==> src/rtl/fma_dot_sequencer_if.sv <==
// ----------------------------------------------------------------------------
// fma_dot_sequencer_if
//
// Bundles every signal that crosses the boundary of the dot-product
// sequencer. There are three groups:
//   - the operand stream:  in_valid, in_ready, in_a, in_b, in_last
//   - the FMA datapath:    fma_a, fma_b, fma_c (to the FMA), fma_out (back)
//   - the result stream:   out_valid, out_ready, out_data, out_len, out_ovf
//
// Modports:
//   slave  - the sequencer itself
//   master - the environment around it: the operand producer, the FMA and
//            the result consumer
//
// CNT_W must match the CNT_W of the sequencer that is bound to it.
// ----------------------------------------------------------------------------
interface fma_dot_sequencer_if #(
    parameter int CNT_W = 9
) ();
    logic             in_valid;
    logic             in_ready;
    logic [31:0]      in_a;
    logic [31:0]      in_b;
    logic             in_last;

    logic [31:0]      fma_a;
    logic [31:0]      fma_b;
    logic [31:0]      fma_c;
    logic [31:0]      fma_out;

    logic             out_valid;
    logic             out_ready;
    logic [31:0]      out_data;
    logic [CNT_W-1:0] out_len;
    logic             out_ovf;

    modport slave (
        input  in_valid, in_a, in_b, in_last, fma_out, out_ready,
        output in_ready, fma_a, fma_b, fma_c, out_valid, out_data, out_len, out_ovf
    );

    modport master (
        output in_valid, in_a, in_b, in_last, fma_out, out_ready,
        input  in_ready, fma_a, fma_b, fma_c, out_valid, out_data, out_len, out_ovf
    );
endinterface

==> src/rtl/fma_dot_sequencer.sv <==
// ----------------------------------------------------------------------------
// fma_dot_sequencer
//
// Streaming dot-product sequencer placed in front of a combinational
// single-precision FMA. Each accepted (a, b) pair is registered and, one
// cycle later, the FMA evaluates a*b + acc. Its result is written back into
// the accumulator. When the vector ends, the sum is held on the result port
// until the consumer accepts it. The ends of a vector are in_last or the
// MAX_LEN-th element. All 32-bit values are passed through as opaque bit
// patterns.
//
// Ports:
//   clk   - rising-edge clock
//   rst   - asynchronous, active-high reset
//   clear - synchronous abort; returns to ACCEPT and drops any partial sum
//   bus   - fma_dot_sequencer_if.slave: the operand stream, the FMA
//           connection and the result stream
//
// Throughput is one element every two cycles: ACCEPT, then EXEC.
// ----------------------------------------------------------------------------
module fma_dot_sequencer #(
    parameter int          MAX_LEN  = 256,
    parameter int          CNT_W    = 9,
    parameter logic [31:0] ACC_INIT = 32'h0000_0000
) (
    input logic                clk,
    input logic                rst,
    input logic                clear,
    fma_dot_sequencer_if.slave bus
);

    typedef enum logic [1:0] {
        ACCEPT = 2'd0,
        EXEC   = 2'd1,
        DONE   = 2'd2
    } state_t;

    state_t             state_q,  state_d;
    logic [31:0]        acc_q,    acc_d;
    logic [31:0]        opA_q,    opA_d;
    logic [31:0]        opB_q,    opB_d;
    logic               opLast_q, opLast_d;
    logic               inLast_q, inLast_d;
    logic [CNT_W-1:0]   cnt_q,    cnt_d;
    logic               ovf_q,    ovf_d;

    // The element accepted now is the MAX_LEN-th one, so it must end the vector.
    logic atLimit;
    assign atLimit = (cnt_q == CNT_W'(MAX_LEN - 1));

    // State and datapath registers. Reset drops everything at once, and no
    // state that drives out_valid survives it.
    always_ff @(posedge clk or posedge rst) begin
        if (rst) begin
            state_q  <= ACCEPT;
            acc_q    <= ACC_INIT;
            opA_q    <= '0;
            opB_q    <= '0;
            opLast_q <= 1'b0;
            inLast_q <= 1'b0;
            cnt_q    <= '0;
            ovf_q    <= 1'b0;
        end else begin
            state_q  <= state_d;
            acc_q    <= acc_d;
            opA_q    <= opA_d;
            opB_q    <= opB_d;
            opLast_q <= opLast_d;
            inLast_q <= inLast_d;
            cnt_q    <= cnt_d;
            ovf_q    <= ovf_d;
        end
    end

    // Next-state logic. clear is handled last so that it overrides any
    // handshake or result acceptance in the same cycle.
    always_comb begin
        state_d  = state_q;
        acc_d    = acc_q;
        opA_d    = opA_q;
        opB_d    = opB_q;
        opLast_d = opLast_q;
        inLast_d = inLast_q;
        cnt_d    = cnt_q;
        ovf_d    = ovf_q;

        case (state_q)
            ACCEPT: begin
                if (bus.in_valid) begin
                    opA_d    = bus.in_a;
                    opB_d    = bus.in_b;
                    inLast_d = bus.in_last;
                    opLast_d = bus.in_last | atLimit;
                    cnt_d    = cnt_q + CNT_W'(1);
                    state_d  = EXEC;
                end
            end
            EXEC: begin
                acc_d = bus.fma_out;
                if (opLast_q) begin
                    // Overflow means the limit ended the vector, not in_last.
                    ovf_d   = ~inLast_q;
                    state_d = DONE;
                end else begin
                    state_d = ACCEPT;
                end
            end
            DONE: begin
                if (bus.out_ready) begin
                    acc_d   = ACC_INIT;
                    cnt_d   = '0;
                    ovf_d   = 1'b0;
                    state_d = ACCEPT;
                end
            end
            default: begin
                state_d = ACCEPT;
            end
        endcase

        if (clear) begin
            state_d  = ACCEPT;
            acc_d    = ACC_INIT;
            cnt_d    = '0;
            ovf_d    = 1'b0;
            opA_d    = opA_q;
            opB_d    = opB_q;
            opLast_d = opLast_q;
            inLast_d = inLast_q;
        end
    end

    // Handshake outputs depend only on the state register.
    assign bus.in_ready  = (state_q == ACCEPT);
    assign bus.out_valid = (state_q == DONE);
    assign bus.out_data  = acc_q;
    assign bus.out_len   = cnt_q;
    assign bus.out_ovf   = ovf_q;

    assign bus.fma_a = opA_q;
    assign bus.fma_b = opB_q;
    assign bus.fma_c = acc_q;

endmodule

==> src/flat_wrapper.sv <==
// flat-port wrapper written by rule: the top's interface ports become plain ports
module fma_dot_sequencer_flat 
#(
    parameter int          MAX_LEN  = 256,
    parameter int          CNT_W    = 9,
    parameter logic [31:0] ACC_INIT = 32'h0000_0000
)
  (clk, rst, clear, bus_in_valid, bus_in_a, bus_in_b, bus_in_last, bus_fma_out, bus_out_ready, bus_in_ready, bus_fma_a, bus_fma_b, bus_fma_c, bus_out_valid, bus_out_data, bus_out_len, bus_out_ovf);
  fma_dot_sequencer_if #(.CNT_W(CNT_W)) bus_i ();
  input logic clk;
  input logic rst;
  input logic clear;
  input wire logic [$bits(bus_i.in_valid)-1:0] bus_in_valid;
  input wire logic [$bits(bus_i.in_a)-1:0] bus_in_a;
  input wire logic [$bits(bus_i.in_b)-1:0] bus_in_b;
  input wire logic [$bits(bus_i.in_last)-1:0] bus_in_last;
  input wire logic [$bits(bus_i.fma_out)-1:0] bus_fma_out;
  input wire logic [$bits(bus_i.out_ready)-1:0] bus_out_ready;
  output wire logic [$bits(bus_i.in_ready)-1:0] bus_in_ready;
  output wire logic [$bits(bus_i.fma_a)-1:0] bus_fma_a;
  output wire logic [$bits(bus_i.fma_b)-1:0] bus_fma_b;
  output wire logic [$bits(bus_i.fma_c)-1:0] bus_fma_c;
  output wire logic [$bits(bus_i.out_valid)-1:0] bus_out_valid;
  output wire logic [$bits(bus_i.out_data)-1:0] bus_out_data;
  output wire logic [$bits(bus_i.out_len)-1:0] bus_out_len;
  output wire logic [$bits(bus_i.out_ovf)-1:0] bus_out_ovf;
  assign bus_i.in_valid = bus_in_valid;
  assign bus_i.in_a = bus_in_a;
  assign bus_i.in_b = bus_in_b;
  assign bus_i.in_last = bus_in_last;
  assign bus_i.fma_out = bus_fma_out;
  assign bus_i.out_ready = bus_out_ready;
  assign bus_in_ready = bus_i.in_ready;
  assign bus_fma_a = bus_i.fma_a;
  assign bus_fma_b = bus_i.fma_b;
  assign bus_fma_c = bus_i.fma_c;
  assign bus_out_valid = bus_i.out_valid;
  assign bus_out_data = bus_i.out_data;
  assign bus_out_len = bus_i.out_len;
  assign bus_out_ovf = bus_i.out_ovf;
  fma_dot_sequencer #(.MAX_LEN(MAX_LEN), .CNT_W(CNT_W), .ACC_INIT(ACC_INIT)) u_core (.clk(clk), .rst(rst), .clear(clear), .bus(bus_i));
endmodule
==> config.mk <==
export PLATFORM = sky130hd
export DESIGN_NAME = fma_dot_sequencer_flat
export DESIGN_NICKNAME = d
export VERILOG_FILES = /design/src/rtl/fma_dot_sequencer_if.sv /design/src/rtl/fma_dot_sequencer.sv /design/src/flat_wrapper.sv
export SDC_FILE = /design/constraint.sdc
export NUM_CORES = 1
export LEC_CHECK = 0
export ABC_AREA = 1
export CORE_MARGIN = 3
export CORE_UTILIZATION = 41
export CTS_CLUSTER_SIZE = 25
export DETAILED_ROUTE_END_ITERATION = 16
export GPL_ROUTABILITY_DRIVEN = 0
export HOLD_SLACK_MARGIN = 0.15
export PLACE_DENSITY = 0.84
export SETUP_SLACK_MARGIN = 0.4
export SLEW_MARGIN = 40
export SYNTH_ARGS = -nofsm -noshare
export SYNTH_HDL_FRONTEND = slang
export SYNTH_SLANG_ARGS = --single-unit
==> constraint.sdc <==
create_clock -name clk -period 4.1 [get_ports clk]
set_clock_uncertainty 0.05 [all_clocks]
set_input_delay 0.82 -clock clk [delete_from_list [all_inputs] [get_ports clk]]
set_output_delay 0.82 -clock clk [all_outputs]
set_load 0.02 [all_outputs]
==> results.md, run 1 <==
- Die width: ~120 um
- TNS Setup: 0 ps
- Row cnt: 39
- I/O pin total: 242
- Max frequency: 384.2 MHz
- Max-cap viol count: 0
- Syn_area_per_cell: a little over 9 um2
- Clock latency on the worst-skew pair: 340 ps
- Total CTS buffers: 9
- Top cells by area, synth: dfrtp_1, nand2_1, buf_4
- Final hold violation count: 0
- Vias: 4,349
- CP max stage delay: roughly 640 ps
- RSZ-0062 raised after global routing: no
- Initial antenna violation count: 0
- Register area share after synthesis: 55.21%
- P per Cell Area: 439.9 nW/um2
- Hold-fix buffers at CTS: 0
- Max-slew headroom: 55.07%
- Clk buf depth: 2
- EDFF count, synth: 0
- Slowest cell on the critical path: clkdlybuf4s50_1
- Top_reg_cell synth: dfrtp_1
- CTS tree: yes
- CP Class: register to output pin
- CP delay by family, top: buffers and inverters
- Period utilisation layout: 63.48%
- Die area: 13,520 um2
- Hold WC Path Type: register to register
- FF+latch count, synth: 110
- Leak: 3.564 nW
- Share of cells above drive strength 1: 7.353%
- Total Power: ~3.3 mW
- # Post-CTS Setup Buffers: 0
- Post-route ant nets: 0
- H-tree depth: 3
- Yosys cell types: 26
- Final setup vio count: 0
- Crit-path max FO: 5
- GRT Resource Usage Total: around a fifth
- Commonest non-fill, non-tap cells in the layout: nand2_1, clkdlybuf4s50_1, dfrtp_1
- Synthesized net count: 653
- Startpoint Class: register
- Critical Path AT: 1730 ps
- Worst Tran Pin Value: 673.2 ps
- Min Tclk post-route: 2603 ps
- Top Usage Layer GRT: met2
- Via density per instance: about 4.9
- Core area: 11,660 um2
- Drt drc: 0
- # clock sinks: 110
- Worst-path clk slew: 70 ps
- Post-cts resize count: 0
- Final wirelength: 13.58 mm
- Max Slew Vio Count: 0
- Area Growth Syn to Fin: 49.89%
- Crit path cell chain: inv_1 > nor2_2 > clkdlybuf4s50_1
- IO buf count: 241
- CP Buf/Inv Count: 2
- Largest net degree at the start of global routing: 70
- Setup crit end kind: output pin
- Placed cells: 876
- First-pass GRT wire length: 20.94 mm
- Dpl hpwl: 9.930 mm
- Starting Density: 42.75%
- Clk root buf: clkbuf_16
- Drt initial violations: between 200 and 250
- Die height: 116.3 um
- Total gr overflow: 0
- Layout Utilization: ~64%
- Vias in the first global route: about 4.4k
- Yosys warns: 0
- Grt met1 use: a little under a quarter
- Leading area contributor after synthesis: dfrtp_1
- Final #Nets: 848
- Max rail drop VDD: 0.2294 mV
- Fillers: 938
- Routed wire per std cell: 15.24 um
- Final cell count without fillers: 891
- Pre-antenna DRT Iters: 4
- Syn Std Cell Area: 4986 um2
- Commonest non-fill, non-tap cell in the layout: nand2_1
- ANT cells: 0
- Synth Instances: 549
- GR Layer Usage met3: approximately 5.3%
- WP data required: around 3200 ps
- GR Util met2: 33.75%
- Post-synth top area share: 55.21%
- Outcome: complete, no violations
- Post-synth ARST share: 100.0%
[registers in the layout (all words and copies together) (netlist names)]
name and cells:
u_core.bus.out_ovf 1, u_core.bus.out_len 9, u_core.bus.fma_a 32, u_core.bus.fma_b 32, u_core.opLast_q 1, u_core.state_q 2, u_core.inLast_q 1, u_core.bus.fma_c 32
[power by group]
part	switching [mW]	internal, mW
clock network	0.371	0.563
registers	0.104	1.24
logic	0.524	0.482
[metrics by stage]
stage                     setup slack [ps]  instance area [um2]  hold WS, ps
final                                 1497                 7473        428.3
after global routing                  1432                 7473        450.8
after global placement                1216                 7147        411.5
after CTS                             1471                 7472        432.3
after detailed placement              1387                 7149        413.6
after floorplan                       1901                 4990        435.9
[path summary, 6_finish.rpt]
kind / start / end / slack [ps] / cells past startpoint
max: u_core.state_q[1]$_DFFE_PP0P_ / bus_out_valid / 1500 / 3
min: u_core.bus.fma_a[17]$_DFFE_PP0P_ / u_core.bus.fma_a[17]$_DFFE_PP0P_ / 430 / 2
max reg2reg: u_core.state_q[0]$_DFFE_PP0P_ / u_core.bus.out_len[5]$_DFFE_PP0P_ / 2170 / 6
min reg2reg: u_core.bus.fma_a[17]$_DFFE_PP0P_ / u_core.bus.fma_a[17]$_DFFE_PP0P_ / 430 / 2
max in group asynchronous: rst / u_core.bus.fma_a[2]$_DFFE_PP0P_ / 2400 / 3
min in group asynchronous: rst / u_core.bus.fma_b[24]$_DFFE_PP0P_ / 790 / 2
[cell usage after synthesis (5+ instances only)]
| cell type | count |
|---|---|
| nand3_2 | 21 |
| nor2_1 | 8 |
| nand2_1 | 246 |
| nand3_1 | 22 |
| inv_1 | 15 |
| buf_4 | 41 |
| o21ai_0 | 32 |
| dfrtp_1 | 110 |
| buf_6 | 5 |
| o21ai_1 | 7 |
| buf_2 | 8 |
| a21oi_1 | 7 |
[kinds of logic (layout without fill, tap and decap cells)]
| family | after synthesis | count (layout) | share of synthesized area [%] |
|---|---|---|---|
| buf+inv | 78 | 277 | 10.87 |
| flops | 110 | 110 | 55.21 |
| fa+ha+maj | 2 | 2 | 0.5018 |
| xor+xnor | 1 | 1 | 0.1757 |
| simple gates | 311 | 311 | 28.48 |
| compound gates | 47 | 47 | 4.768 |
[layout make-up]
cell class,count,area (um2),area share [%]
clock inverter,4,70.07,0.9376
clock buffer,11,252.7,3.382
timing repair buffer,244,2447,32.75
multi-input combinational,361,1697,22.70
sequential,110,2753,36.83
inverter,18,75.07,1.005
tap,143,178.9,2.394
[routing by layer]
layer	up-vias	part of all wire, %	routed length (um)
li1	2075	-	-
met1	2061	40	5436
met2	186	50	6750
met3	27	7.8	1063
met4	0	2.4	325
met5	-	0	0
[worst reg2reg max path, cell delays in order, from the launching register on]
cell and delay (ps):
dfrtp_1 430, inv_2 120, nand2_4 90, nand2_4 120, clkinv_2 540, a21oi_1 400, a21oi_1 70
(Power assumes the default switching activity.)
==> inputs of run 2 (changes only) <==
CORE_UTILIZATION = 37   (was 41)
PLACE_DENSITY = 0.8   (was 0.84)
clock period = 2.2 ns   (was 4.1 ns; I/O delays follow)
==> run 2 against run 1 <==
Effect of this change:
- worst setup slack worse by 1000 ps
- sequential power up 84%
- via count down 1.6%
- largest cell class unchanged
- critical path type unchanged
- critical endpoint is now bus_in_ready
- highest routed layer unchanged
==> results.md, run 2 (synthesis results as in run 1) <==
- Outcome: complete, no violations
- Die area: 14,900 um2
- Worst Tran Pin Value: 362.5 ps
- Max-slew headroom: 75.78%
- Commonest non-fill, non-tap cell in the layout: nand2_1
- Clk buf depth: 2
- Register area: 2754 um2
- Die width: 122.1 um
- Die height: 122.1 um
- I/O pin total: 242
- Final #Nets: 861
- Dpl hpwl: a little under 10 mm
- Drt initial violations: between 150 and 200
- Final wirelength: 13.19 mm
- TNS Setup: 0 ps
- Area Growth Syn to Fin: 49.89%
- P per Cell Area: 774.1 nW/um2
- Max frequency: 574.0 MHz
- Via density per instance: 4.581
- Placed cells: 916
- Final setup margin: 457.7 ps
- Startpoint Class: register
- Drt drc: 0
- Leak: 4.061 nW
- H-tree depth: 3
- Post-route ant nets: 0
- Total gr overflow: 0
- Pre-CTS setup slack: 171.1 ps
- Hold Slack: 366.8 ps
- Core area: 12,880 um2
- RSZ-0062 raised after global routing: yes
- Hold WC Path Type: input port to async pin
- Max rail drop VDD: 0.4055 mV
- Total CTS buffers: 9
- Crit-path max FO: 4
- Clk root buf: clkbuf_16
- IO buf count: ~240
- Setup crit end kind: output pin
- Initial antenna violation count: 0
- Total Power: 5.785 mW
- Final cell count without fillers: 934
- First-pass GRT wire length: 20.83 mm
- WP data required: 1710 ps
- ANT cells: 0
- Critical Path AT: 1250 ps
- Max Slew Vio Count: 0
- Min Tclk post-route: around 1700 ps
- Max-cap viol count: 0
- Vias: 4,279
- Fillers: 1,199
- Clock latency on the worst-skew pair: 340 ps
- CP Class: register to output pin
- Multi-input logic area: 1704 um2
- Pre-antenna DRT Iters: 6
- Routed wire per std cell: 14.12 um
- Largest net degree at the start of global routing: 51
- Worst-path clk slew: 70 ps
- Vias in the first global route: 4,157
- Period utilisation layout: roughly 80%
- CTS tree: yes
- Final setup vio count: 0
- Hold-fix buffers at CTS: 0
- GRT Resource Usage Total: 17.49%
- Commonest non-fill, non-tap cells in the layout: nand2_1, dlygate4sd2_1, dfrtp_1
- Share of cells above drive strength 1: under 10%
- # clock sinks: 110
- Starting Density: approximately two fifths
- Row cnt: 41
- Final hold violation count: 0
==> run 2: cell types whose count changed in the layout (fill, tap and decap cells not counted), sizes merged <==
cell / before / now
buf: 3 / 16
bufinv: 2 / 1
clkbuf: 11 / 13
clkdlybuf4s15: 0 / 1
clkdlybuf4s50: 241 / 101
dlygate4sd2: 0 / 136
dlymetal6s2s: 0 / 2
inv: 16 / 17
==> run 2: metal layers <==
| metal | global-route usage, % | up-vias | wire [um] |
|---|---|---|---|
| met5 | 0 | - | 0 |
| met4 | 6.368 | 0 | 252 |
| met3 | 6.267 | 19 | 1383 |
| met2 | 28.73 | 202 | 6252 |
| met1 | 21.23 | 1945 | 5298 |
| li1 | - | 2113 | - |
==> run 2: through the flow <==
stage	instance area [um2]	utilization, %
floorplan	4990	-
global placement	7316	56.82
detailed placement	7316	56.82
CTS	7450	57.86
global route	7473	58.04
finish	7473	58.04
==> run 2: worst paths after layout <==
kind / from / to / slack (ps) / cells past startpoint
max in group asynchronous: rst / u_core.state_q[1]$_DFFE_PP0P_ / 1170 / 3
setup reg to reg: u_core.bus.out_len[0]$_DFFE_PP0P_ / u_core.bus.out_len[8]$_DFFE_PP0P_ / 550 / 9
setup / recovery: u_core.state_q[0]$_DFFE_PP0P_ / bus_in_ready / 460 / 2
min in group clk: u_core.bus.fma_b[9]$_DFFE_PP0P_ / u_core.bus.fma_b[9]$_DFFE_PP0P_ / 430 / 2
hold reg to reg: u_core.bus.fma_b[9]$_DFFE_PP0P_ / u_core.bus.fma_b[9]$_DFFE_PP0P_ / 430 / 2
hold / removal: rst / u_core.bus.fma_c[2]$_DFFE_PP0P_ / 370 / 2
==> run 2: power breakdown <==
group	switching (mW)	internal [mW]	total (mW)	leakage (nW)
Combinational	0.969	0.690	1.66	2.52
Sequential	0.175	2.31	2.49	1.40
Clock	0.715	0.921	1.64	0.147
==> run 2: cell type report <==
class | instances | area share, %
well taps | 172 | 2.880
flip-flops and latches | 110 | 36.85
clock buffers | 12 | 3.298
inverters | 18 | 0.9543
clock inverters | 4 | 0.7534
multi-input cells | 361 | 22.80
repair buffers | 257 | 32.46
==> run 2: repair_timing <==
item / in CTS / in global routing
buffers inserted: 0 / 2
resized for setup: 141 / 7
hold endpoints to repair: 0 / 0
endpoints found under the setup margin: 138 / 5
==> run 2: worst max-delay path: stages, from the launching register on <==
cell and delay [ps]:
dfrtp_1 450, nor2_4 180, clkdlybuf4s15_2 280
